<file path="src/rtl/sp_ram_arb_pkg.sv">
// rtl/sp_ram_arb_pkg.sv - shared types and constants for the single-port RAM arbiter
package sp_ram_arb_pkg;

  // Port identities; the numeric value is also the grant/owner bit index.
  typedef enum logic {
    PORT_INSTR = 1'b0,
    PORT_DATA  = 1'b1
  } port_id_t;

  // Default request widths (32 KiB RAM, 32-bit data).
  localparam int unsigned REQ_ADDR_W = 15;
  localparam int unsigned REQ_DATA_W = 32;
  localparam int unsigned REQ_BE_W   = REQ_DATA_W / 8;

  // One RAM access as presented by a master.
  typedef struct packed {
    logic [REQ_ADDR_W-1:0] addr;
    logic                  we;
    logic [REQ_BE_W-1:0]   be;
    logic [REQ_DATA_W-1:0] wdata;
  } ram_req_t;

  // Reset value of the last-granted tracker: port 0 wins the first conflict.
  localparam port_id_t LAST_RESET = PORT_DATA;

  // Map a one-hot two-port grant to the winning port id (port 0 when idle).
  function automatic port_id_t gnt_to_port(input logic [1:0] gnt);
    return gnt[1] ? PORT_DATA : PORT_INSTR;
  endfunction

endpackage

</file>
<file path="src/rtl/sp_ram_arbiter_rr_arb2.sv">
// rtl/sp_ram_arbiter_rr_arb2.sv - two-input round-robin grant logic with last-granted register
module rr_arb2
  import sp_ram_arb_pkg::*;
(
  input  logic       clk,
  input  logic       rst_i,
  input  logic [1:0] req_i,
  output logic [1:0] gnt_o
);

  port_id_t last_q;
  port_id_t last_d;

  // Grant: a lone requester wins; on a conflict the port not granted last time wins.
  always_comb begin
    gnt_o = 2'b00;
    unique case (req_i)
      2'b01:   gnt_o = 2'b01;
      2'b10:   gnt_o = 2'b10;
      2'b11:   gnt_o = (last_q == PORT_DATA) ? 2'b01 : 2'b10;
      default: gnt_o = 2'b00;
    endcase
  end

  // Next-state for the last-granted tracker; it only moves when something is granted.
  always_comb begin
    last_d = last_q;
    if (gnt_o != 2'b00) begin
      last_d = gnt_to_port(gnt_o);
    end
  end

  // Last-granted register.
  always_ff @(posedge clk) begin
    if (rst_i) begin
      last_q <= LAST_RESET;
    end else begin
      last_q <= last_d;
    end
  end

endmodule

</file>
<file path="src/rtl/sp_ram_arbiter.sv">
// rtl/sp_ram_arbiter.sv - two-master single-port RAM arbiter; SP_RAM_ARB_FIXED_PRIO_EN selects fixed priority (port 1 wins)
module sp_ram_arbiter
  import sp_ram_arb_pkg::*;
#(
  parameter int unsigned RAM_SIZE   = 32768,
  parameter int unsigned ADDR_WIDTH = $clog2(RAM_SIZE),
  parameter int unsigned DATA_WIDTH = 32
) (
  input  logic                    clk,
  input  logic                    rst_i,

  input  logic                    p0_req_i,
  input  logic [ADDR_WIDTH-1:0]   p0_addr_i,
  input  logic                    p0_we_i,
  input  logic [DATA_WIDTH/8-1:0] p0_be_i,
  input  logic [DATA_WIDTH-1:0]   p0_wdata_i,
  output logic                    p0_gnt_o,
  output logic                    p0_rvalid_o,
  output logic [DATA_WIDTH-1:0]   p0_rdata_o,

  input  logic                    p1_req_i,
  input  logic [ADDR_WIDTH-1:0]   p1_addr_i,
  input  logic                    p1_we_i,
  input  logic [DATA_WIDTH/8-1:0] p1_be_i,
  input  logic [DATA_WIDTH-1:0]   p1_wdata_i,
  output logic                    p1_gnt_o,
  output logic                    p1_rvalid_o,
  output logic [DATA_WIDTH-1:0]   p1_rdata_o,

  output logic                    ram_en_o,
  output logic [ADDR_WIDTH-1:0]   ram_addr_o,
  output logic [DATA_WIDTH-1:0]   ram_wdata_o,
  output logic                    ram_we_o,
  output logic [DATA_WIDTH/8-1:0] ram_be_o,
  input  logic [DATA_WIDTH-1:0]   ram_rdata_i
);

  localparam int unsigned BE_WIDTH = DATA_WIDTH / 8;

  // Request bundle at this instance's widths.
  typedef struct packed {
    logic [ADDR_WIDTH-1:0] addr;
    logic                  we;
    logic [BE_WIDTH-1:0]   be;
    logic [DATA_WIDTH-1:0] wdata;
  } req_t;

  logic [1:0] req_eff;
  logic [1:0] gnt;
  req_t       p0_req;
  req_t       p1_req;
  req_t       ram_req;

  logic       resp_valid_q;
  logic       resp_valid_d;
  port_id_t   resp_owner_q;
  port_id_t   resp_owner_d;

  // Requests are masked during reset so nothing is granted and the RAM stays idle.
  assign req_eff = {p1_req_i, p0_req_i} & {2{~rst_i}};

`ifdef SP_RAM_ARB_FIXED_PRIO_EN
  // Fixed priority: data/debug port always wins, no history kept.
  assign gnt[1] = req_eff[1];
  assign gnt[0] = req_eff[0] & ~req_eff[1];
`else
  rr_arb2 u_rr_arb2 (
    .clk   (clk),
    .rst_i (rst_i),
    .req_i (req_eff),
    .gnt_o (gnt)
  );
`endif

  assign p0_gnt_o = gnt[0];
  assign p1_gnt_o = gnt[1];

  assign p0_req = '{addr: p0_addr_i, we: p0_we_i, be: p0_be_i, wdata: p0_wdata_i};
  assign p1_req = '{addr: p1_addr_i, we: p1_we_i, be: p1_be_i, wdata: p1_wdata_i};

  // Request mux: granted port drives the RAM, all-zero when idle.
  always_comb begin
    ram_req = '0;
    if (gnt[1]) begin
      ram_req = p1_req;
    end else if (gnt[0]) begin
      ram_req = p0_req;
    end
  end

  assign ram_en_o    = gnt[0] | gnt[1];
  assign ram_addr_o  = ram_req.addr;
  assign ram_we_o    = ram_req.we;
  assign ram_be_o    = ram_req.be;
  assign ram_wdata_o = ram_req.wdata;

  // Response pipeline next-state: remember whether an access issued and who owns it.
  always_comb begin
    resp_valid_d = ram_en_o;
    resp_owner_d = gnt_to_port(gnt);
  end

  // Response pipeline registers; reset discards any in-flight response.
  always_ff @(posedge clk) begin
    if (rst_i) begin
      resp_valid_q <= 1'b0;
      resp_owner_q <= PORT_INSTR;
    end else begin
      resp_valid_q <= resp_valid_d;
      resp_owner_q <= resp_owner_d;
    end
  end

  // Steer the RAM response to its owner; reset suppresses a response landing in the reset cycle.
  always_comb begin
    p0_rvalid_o = resp_valid_q & ~rst_i & (resp_owner_q == PORT_INSTR);
    p1_rvalid_o = resp_valid_q & ~rst_i & (resp_owner_q == PORT_DATA);
    p0_rdata_o  = p0_rvalid_o ? ram_rdata_i : '0;
    p1_rdata_o  = p1_rvalid_o ? ram_rdata_i : '0;
  end

endmodule

</file>
<file path="config.mk">
export PLATFORM = sky130hd
export DESIGN_NAME = sp_ram_arbiter
export DESIGN_NICKNAME = d
export VERILOG_FILES = /design/src/rtl/sp_ram_arb_pkg.sv /design/src/rtl/sp_ram_arbiter_rr_arb2.sv /design/src/rtl/sp_ram_arbiter.sv
export SDC_FILE = /design/constraint.sdc
export NUM_CORES = 1
export LEC_CHECK = 0
export ABC_AREA = 1
export CORE_AREA = 8 8 95 97
export CTS_CLUSTER_DIAMETER = 100
export CTS_CLUSTER_SIZE = 24
export DETAILED_ROUTE_END_ITERATION = 16
export DIE_AREA = 0 0 103 105
export PLACE_DENSITY = 0.8
export SYNTH_ARGS = -nofsm -noshare
export SYNTH_HDL_FRONTEND = slang
export SYNTH_SLANG_ARGS = --single-unit
export TNS_END_PERCENT = 100
</file>
<file path="constraint.sdc">
create_clock -name clk -period 3.21 [get_ports clk]
set_input_delay 0.321 -clock clk [delete_from_list [all_inputs] [get_ports clk]]
set_output_delay 0.321 -clock clk [all_outputs]
set_load 0.02 [all_outputs]
</file>
==> impl_metrics.prom, run 1 <==
# TYPE chip_impl_metric gauge
chip_impl_metric{name="arrival",unit="ns"} 2.41
chip_impl_metric{name="met2_global_route_usage",unit="%"} 30.5
chip_impl_metric{name="die_width",unit="microns"} 103
chip_impl_metric{name="grt_antenna_before_repair",unit=""} 0
chip_impl_metric{name="viasPerCell",unit=""} 3.97
chip_impl_metric{name="track_usage",unit="%"} 15.9
chip_impl_metric{name="holdBufCountCts",unit=""} 0
chip_impl_info{name="clock-root-buffer",value="clkbuf_8"} 1
chip_impl_metric{name="peakVddDrop",unit="mV"} 0.110
chip_impl_metric{name="num_rows",unit=""} 32
chip_impl_metric{name="final_worst_path_period_need",unit="ns"} 2.73
chip_impl_metric{name="drtAntennaViolNets",unit=""} 0
chip_impl_metric{name="achievable-frequency",unit="MHz"} 367
chip_impl_metric{name="ys_ff_latch",unit=""} 3
chip_impl_metric{name="maxCapViolations",unit=""} 0
chip_impl_metric{name="timing.final.ws_setup",unit="ns"} 0.484
chip_impl_metric{name="via_count_of_the_first_global_routing_pass",unit=""} 2752
chip_impl_metric{name="port_buffers",unit=""} 260
chip_impl_info{name="setup.worst_path.class",value="in -> out"} 1
chip_impl_metric{name="clkTransAtPathRegs",unit="ns"} 0.03
chip_impl_info{name="layout_common_cells",value="260 x clkdlybuf4s50_1, 149 x nand2_1, 64 x nor2_1, 34 x inv_1, 10 x nand2_2"} 1
chip_impl_metric{name="path_max_fanout",unit=""} 33
chip_impl_metric{name="drt-initial-drc-count",unit=""} 40
chip_impl_metric{name="grt.overflow.total",unit=""} 0
chip_impl_metric{name="die_area",unit="sq mm"} 0.0108
chip_impl_metric{name="post_synth.cell_area_avg",unit="sq um"} 4.47
chip_impl_info{name="tritoncts_clock_tree",value="yes"} 1
chip_impl_metric{name="area_growth",unit="%"} 207
chip_impl_metric{name="remaining_drc_errors",unit=""} 0
chip_impl_metric{name="design_power_total",unit="W"} 0.000702
chip_impl_metric{name="antenna-diode-count",unit=""} 0
chip_impl_metric{name="wire_length_of_the_first_global_routing_pass",unit="mm"} 13.8
chip_impl_metric{name="final_layout_size_suffix_gt1_share",unit="%"} 4.43
chip_impl_metric{name="power_density",unit="mW/mm^2"} 177
chip_impl_info{name="status",value="complete, no violations"} 1
chip_impl_metric{name="min_period_over_period",unit="%"} 84.9
chip_impl_metric{name="cts_num_sinks",unit=""} 3
chip_impl_metric{name="met1_usage",unit="%"} 14.4
chip_impl_metric{name="yosys_warnings",unit=""} 0
chip_impl_metric{name="nets",unit=""} 683
chip_impl_metric{name="power.static_leakage",unit="nW"} 1.86
chip_impl_metric{name="numCtsBuffers",unit=""} 3
chip_impl_metric{name="initial_utilization",unit="%"} 17.2
chip_impl_metric{name="detailedRoute.firstPassIterationCount",unit=""} 4
chip_impl_metric{name="met3_usage",unit="%"} 7.43
chip_impl_metric{name="clk_latency",unit="ns"} 0.22
chip_impl_metric{name="max_slew_margin",unit="%"} 78.6
chip_impl_metric{name="syn_nets",unit=""} 429
chip_impl_metric{name="dr_total_vias",unit=""} 2554
chip_impl_metric{name="cp.required",unit="ns"} 2.89
chip_impl_metric{name="worst-slew-pin-transition",unit="ns"} 0.320
chip_impl_info{name="top_usage_layer",value="met2"} 1
chip_impl_metric{name="yosysSeqAreaShare",unit="%"} 4.65
chip_impl_metric{name="syn-instance-count",unit=""} 289
chip_impl_metric{name="num_io_pins",unit=""} 261
chip_impl_metric{name="post_synthesis_cell_area",unit="sq mm"} 0.00129
chip_impl_metric{name="cts_setup_buffers",unit=""} 0
chip_impl_metric{name="coreArea",unit="sq mm"} 0.00753
chip_impl_info{name="layout.cells.most_common",value="clkdlybuf4s50_1"} 1
chip_impl_metric{name="total_negative_setup_slack",unit="ns"} 0
chip_impl_metric{name="largest_net_degree_at_the_start_of_global_routing",unit=""} 34
chip_impl_metric{name="htree_num_levels",unit=""} 1
chip_impl_info{name="critPathLaunchType",value="input port"} 1
chip_impl_metric{name="post_drt_wl_per_cell",unit="microns"} 14.3
chip_impl_metric{name="post_cts_resized",unit=""} 0
chip_impl_metric{name="die_y",unit="microns"} 105
chip_impl_metric{name="hold_viol",unit=""} 0
chip_impl_info{name="setup.worst_path.end_class",value="output port"} 1
chip_impl_info{name="timing.hold.worst.class",value="reg -> reg"} 1
chip_impl_metric{name="dp.final_hpwl",unit="mm"} 8.35
chip_impl_metric{name="dpl_worst_slack",unit="ns"} 0.450
chip_impl_info{name="setup_repair_after_global_routing_missed_its_margin",value="false"} 1
chip_impl_metric{name="drv_slew",unit=""} 0
chip_impl_metric{name="routabilityCongestion",unit=""} 0.751
chip_impl_metric{name="totalWireLength",unit="mm"} 9.22
chip_impl_metric{name="clock_path_buffers",unit=""} 2
chip_impl_metric{name="final-setup-viol-count",unit=""} 0
chip_impl_metric{name="finalClockSkew",unit="ns"} 0.00315
chip_impl_metric{name="synth.lib_cells_used.distinct",unit=""} 17
==> cells in the mapped netlist <==
master,n,area [sq um]
nand4_1,1,6.26
buf_12,1,20.0
buf_6,9,101
nand3b_1,1,7.51
a21oi_4,1,16.3
inv_2,2,7.51
nor2_1,64,240
nand2_4,2,22.5
nand2_2,10,62.6
buf_2,6,30.0
dfxtp_1,3,60.1
a21oi_1,1,5.00
nand3_1,1,5.00
inv_1,34,128
o21ai_0,3,15.0
nor2_2,1,6.26
nand2_1,149,559
==> layer usage <==
metal | wire (microns) | share of wire (%)
met3 | 1320 | 14
met1 | 3060 | 33
met2 | 4700 | 51
met5 | 0 | 0
met4 | 138 | 1.5
==> path summary, 6_finish.rpt <==
check | startpoint | endpoint | slack, ns | cells past startpoint
setup / recovery | p0_req_i | ram_wdata_o[0] | 0.48 | 9
hold / removal | u_rr_arb2.last_q$_SDFFE_PP1P_ | resp_owner_q$_SDFF_PP0_ | 0.54 | 1
setup reg to reg | u_rr_arb2.last_q$_SDFFE_PP1P_ | u_rr_arb2.last_q$_SDFFE_PP1P_ | 2.47 | 3
hold reg to reg | u_rr_arb2.last_q$_SDFFE_PP1P_ | resp_owner_q$_SDFF_PP0_ | 0.54 | 1
==> metrics by stage <==
stage	cell area, sq um	utilization, %	hold slack [ns]	cells
CTS	3970	52.7	0.535	644
finish	3970	52.7	0.535	644
detailed placement	3920	52.1	0.517	640
global placement	3920	52.1	0.512	640
global route	3970	52.7	0.574	644
floorplan	1290	-	0.415	289
==> registers in the layout, summed over array words and instances, names as in the netlist <==
name              cells
resp_owner_q          1
u_rr_arb2.last_q      1
resp_valid_q          1
==> critical path: stages <==
cell             delay [ns]
clkdlybuf4s50_1        0.63
inv_2                  0.08
nor2_2                 0.09
nand2_2                0.07
nand2_4                0.20
buf_12                 0.23
nand2_1                0.08
nand2_1                0.06
clkdlybuf4s50_1        0.62
==> area by class of cell <==
cell class              instances  area [sq um]
fillers                       733          3560
repair buffers                265          2650
multi-input cells             234           946
inverters                      36           135
well taps                     102           128
flip-flops and latches          3          60.1
clock buffers                   4          45.0
==> cells by family (layout without fill, tap and decap cells) <==
kind of cell	count (synthesis)	in the layout	share of synthesized area, %
buffers and inverters	52	305	22.2
AND/OR/NAND/NOR	229	229	70.4
AO/OA/AOI/OAI	5	5	2.81
flip-flops	3	3	4.65
==> power by group <==
group	total [W]	leakage [nW]	internal [W]	switching, W
combinational	0.000551	1.81	0.000307	0.000244
clock	0.000109	0.0228	0.0000846	0.0000244
sequential	0.0000425	0.0250	0.0000402	0.00000234
total	0.000702	1.86	0.000432	0.000270
Power figures use the tool's default switching activity.
==> run 2, diff against run 1 <==
CORE_AREA = 8 8 94 96   (was 8 8 95 97)
DIE_AREA = 0 0 102 104   (was 0 0 103 105)
PLACE_DENSITY = 0.81   (was 0.8)
clock period = 2.69 ns   (was 3.21 ns; I/O delays follow)
==> run 2 against run 1 <==
Wire length increased by 0.40%. Total power up 20%. Clock skew is 0.0016 ns lower. First-iteration DRC count increased by 18%. Core utilization rose by 1.1 points. Global-route usage up 0.28 points. Non-clock buffer count increased by 4. Clock power up 18%. Critical path type unchanged. Critical endpoint is now ram_wdata_o[6]. Largest power group unchanged. Highest routed layer unchanged.
==> impl_metrics.prom, run 2 (synthesized netlist as in run 1, its figures left out) <==
# TYPE chip_impl_metric gauge
chip_impl_info{name="clock-root-buffer",value="clkbuf_8"} 1
chip_impl_info{name="largest_registers",value="resp_owner_q: 1 flops, resp_valid_q: 1 flops, u_rr_arb2.last_q: 1 flops"} 1
chip_impl_metric{name="worst-slew-pin-transition",unit="ns"} 0.328
chip_impl_info{name="critPathLaunchType",value="input port"} 1
chip_impl_metric{name="clock_path_buffers",unit=""} 2
chip_impl_metric{name="clk_latency",unit="ns"} 0.21
chip_impl_metric{name="power.static_leakage",unit="nW"} 1.88
chip_impl_metric{name="final_layout_size_suffix_gt1_share",unit="%"} 5.31
chip_impl_metric{name="totalWireLength",unit="mm"} 9.25
chip_impl_metric{name="post-place-cells",unit=""} 644
chip_impl_metric{name="timing.final.ws_setup",unit="ns"} 0.235
chip_impl_metric{name="viasPerCell",unit=""} 4.04
chip_impl_info{name="setup.worst_path.end_class",value="output port"} 1
chip_impl_metric{name="internal_power",unit="W"} 0.000523
chip_impl_metric{name="critPathMaxStageDelay",unit="ns"} 0.63
chip_impl_metric{name="wire_length_of_the_first_global_routing_pass",unit="mm"} 13.7
chip_impl_metric{name="finalClockSkew",unit="ns"} 0.00156
chip_impl_metric{name="post_layout_nonfiller_instances",unit=""} 648
chip_impl_metric{name="numCtsBuffers",unit=""} 3
chip_impl_metric{name="clkTransAtPathRegs",unit="ns"} 0.03
chip_impl_metric{name="final_worst_path_period_need",unit="ns"} 2.45
chip_impl_metric{name="coreArea",unit="sq mm"} 0.00745
chip_impl_metric{name="cts_num_sinks",unit=""} 3
chip_impl_metric{name="largest_net_degree_at_the_start_of_global_routing",unit=""} 51
chip_impl_metric{name="port_buffers",unit=""} 260
chip_impl_info{name="layout_common_cells",value="259 x clkdlybuf4s50_1, 149 x nand2_1, 64 x nor2_1, 34 x inv_1, 10 x nand2_2"} 1
chip_impl_metric{name="drtAntennaViolNets",unit=""} 0
chip_impl_metric{name="num_rows",unit=""} 32
chip_impl_metric{name="num_io_pins",unit=""} 261
chip_impl_metric{name="hold_viol",unit=""} 0
chip_impl_metric{name="dp.final_hpwl",unit="mm"} 8.41
chip_impl_metric{name="p_sw",unit="W"} 0.000323
chip_impl_metric{name="fillerInstances",unit=""} 746
chip_impl_metric{name="path_max_fanout",unit=""} 26
chip_impl_metric{name="post_drt_wl_per_cell",unit="microns"} 14.3
chip_impl_metric{name="min_period_over_period",unit="%"} 91.3
chip_impl_metric{name="power_density",unit="mW/mm^2"} 211
chip_impl_metric{name="antenna-diode-count",unit=""} 0
chip_impl_info{name="setup.worst_path.class",value="in -> out"} 1
chip_impl_metric{name="holdBufCountCts",unit=""} 0
chip_impl_metric{name="track_usage",unit="%"} 16.2
chip_impl_info{name="setup_repair_after_global_routing_missed_its_margin",value="false"} 1
chip_impl_metric{name="power.share.combinational",unit="%"} 78.8
chip_impl_info{name="worst_path_dominant_cell_family",value="buffers and inverters"} 1
chip_impl_metric{name="nets",unit=""} 687
chip_impl_metric{name="area_growth",unit="%"} 210
chip_impl_metric{name="timing.critical_path.buf_inv",unit=""} 4
chip_impl_metric{name="post_cts_resized",unit=""} 0
chip_impl_info{name="path_cells",value="clkdlybuf4s50_1 > inv_2 > nor2_2 > nand2_2 > nand2_4 > buf_12 > nand2_1 > nand2_1 > clkdlybuf4s50_1"} 1
chip_impl_info{name="tritoncts_clock_tree",value="yes"} 1
chip_impl_metric{name="total_negative_setup_slack",unit="ns"} 0
chip_impl_metric{name="htree_num_levels",unit=""} 1
chip_impl_metric{name="via_count_of_the_first_global_routing_pass",unit=""} 2625
chip_impl_metric{name="arrival",unit="ns"} 2.19
chip_impl_metric{name="initial_utilization",unit="%"} 17.4
chip_impl_metric{name="clkPwrFrac",unit="%"} 15.2
chip_impl_metric{name="power.switching_fraction",unit="%"} 38.2
chip_impl_metric{name="grt.overflow.total",unit=""} 0
chip_impl_metric{name="cts_setup_buffers",unit=""} 0
chip_impl_metric{name="cp.required",unit="ns"} 2.42
chip_impl_metric{name="final-setup-viol-count",unit=""} 0
chip_impl_metric{name="drt-initial-drc-count",unit=""} 47
chip_impl_metric{name="detailedRoute.firstPassIterationCount",unit=""} 4
chip_impl_metric{name="drv_slew",unit=""} 0
chip_impl_metric{name="dpl_worst_slack",unit="ns"} 0.220
chip_impl_metric{name="maxCapViolations",unit=""} 0
chip_impl_metric{name="die_y",unit="microns"} 104
chip_impl_metric{name="routabilityCongestion",unit=""} 0.847
chip_impl_metric{name="die_width",unit="microns"} 102
chip_impl_metric{name="die_area",unit="sq mm"} 0.0106
chip_impl_info{name="status",value="complete, no violations"} 1
chip_impl_metric{name="seq_power_share",unit="%"} 6.0
chip_impl_metric{name="ff2ff_path_depth",unit=""} 3
chip_impl_metric{name="timing.critical_path.depth",unit=""} 9
chip_impl_metric{name="hold_path_cell_cnt",unit=""} 1
chip_impl_metric{name="grt_antenna_before_repair",unit=""} 0
chip_impl_metric{name="achievable-frequency",unit="MHz"} 407
chip_impl_metric{name="remaining_drc_errors",unit=""} 0
chip_impl_info{name="worst_path_max_delay_cell",value="clkdlybuf4s50_1"} 1
chip_impl_metric{name="dr_total_vias",unit=""} 2615
chip_impl_metric{name="peakVddDrop",unit="mV"} 0.114
chip_impl_info{name="layout.cells.most_common",value="clkdlybuf4s50_1"} 1
chip_impl_info{name="timing.hold.worst.class",value="reg -> reg"} 1
chip_impl_metric{name="max_slew_margin",unit="%"} 78.1
run 2: changes by cell type in the layout (fill, tap and decap cells not counted), sizes merged:
cell and change:
clkdlybuf4s50 -1, buf +5
run 2: power by group through the flow:
| stage | clock (W) | sequential (W) | combinational (W) |
|---|---|---|---|
| 2_1_floorplan | 0 | 0.0000507 | 0.000262 |
| 4_1_cts | 0.000133 | 0.0000506 | 0.000676 |
| 6_report | 0.000129 | 0.0000507 | 0.000667 |
| 3_3_place_gp | 0 | 0.0000509 | 0.000667 |
| 5_1_grt | 0.000139 | 0.0000512 | 0.000715 |
| 3_5_place_dp | 0 | 0.0000512 | 0.000674 |
run 2: worst paths after layout:
kind / start / end / slack, ns
worst max-delay path: p0_req_i / ram_wdata_o[6] / 0.24
worst min-delay path: u_rr_arb2.last_q$_SDFFE_PP1P_ / resp_owner_q$_SDFF_PP0_ / 0.54
worst max register to register: u_rr_arb2.last_q$_SDFFE_PP1P_ / u_rr_arb2.last_q$_SDFFE_PP1P_ / 1.93
worst min register to register: u_rr_arb2.last_q$_SDFFE_PP1P_ / resp_owner_q$_SDFF_PP0_ / 0.54
run 2: cell type report:
class	count	area [sq um]	area share (%)
inverter	36	135	3.37
clock buffer	4	45.0	1.12
timing repair buffer	269	2690	67.2
multi-input combinational	234	946	23.6
sequential	3	60.1	1.50
tap	102	128	3.19
run 2: through the flow:
stage	util [%]	total power, W	hold slack (ns)	instance area [sq um]
final	53.8	0.000846	0.541	4010
after global routing	53.8	0.000905	0.595	4010
after CTS	53.8	0.000859	0.533	4010
after detailed placement	53.2	0.000725	0.524	3960
after global placement	53.2	0.000718	0.505	3960
after floorplan	-	0.000312	0.363	1290
run 2: layer usage:
| layer | global-route usage, % | share of wire, % | vias up |
|---|---|---|---|
| li1 | - | - | 1339 |
| met1 | 14.7 | 33 | 1117 |
| met2 | 31.3 | 52 | 153 |
| met3 | 7.43 | 14 | 6 |
| met4 | 3.04 | 0.84 | 0 |
| met5 | 0 | 0 | - |
run 2: worst register-to-register path: cells and delay by family (launching register included):
kind / cells / cell delay [ns]
flip-flops: 1 / 0.43
AND/OR/NAND/NOR: 2 / 0.14
AO/OA/AOI/OAI: 1 / 0.08
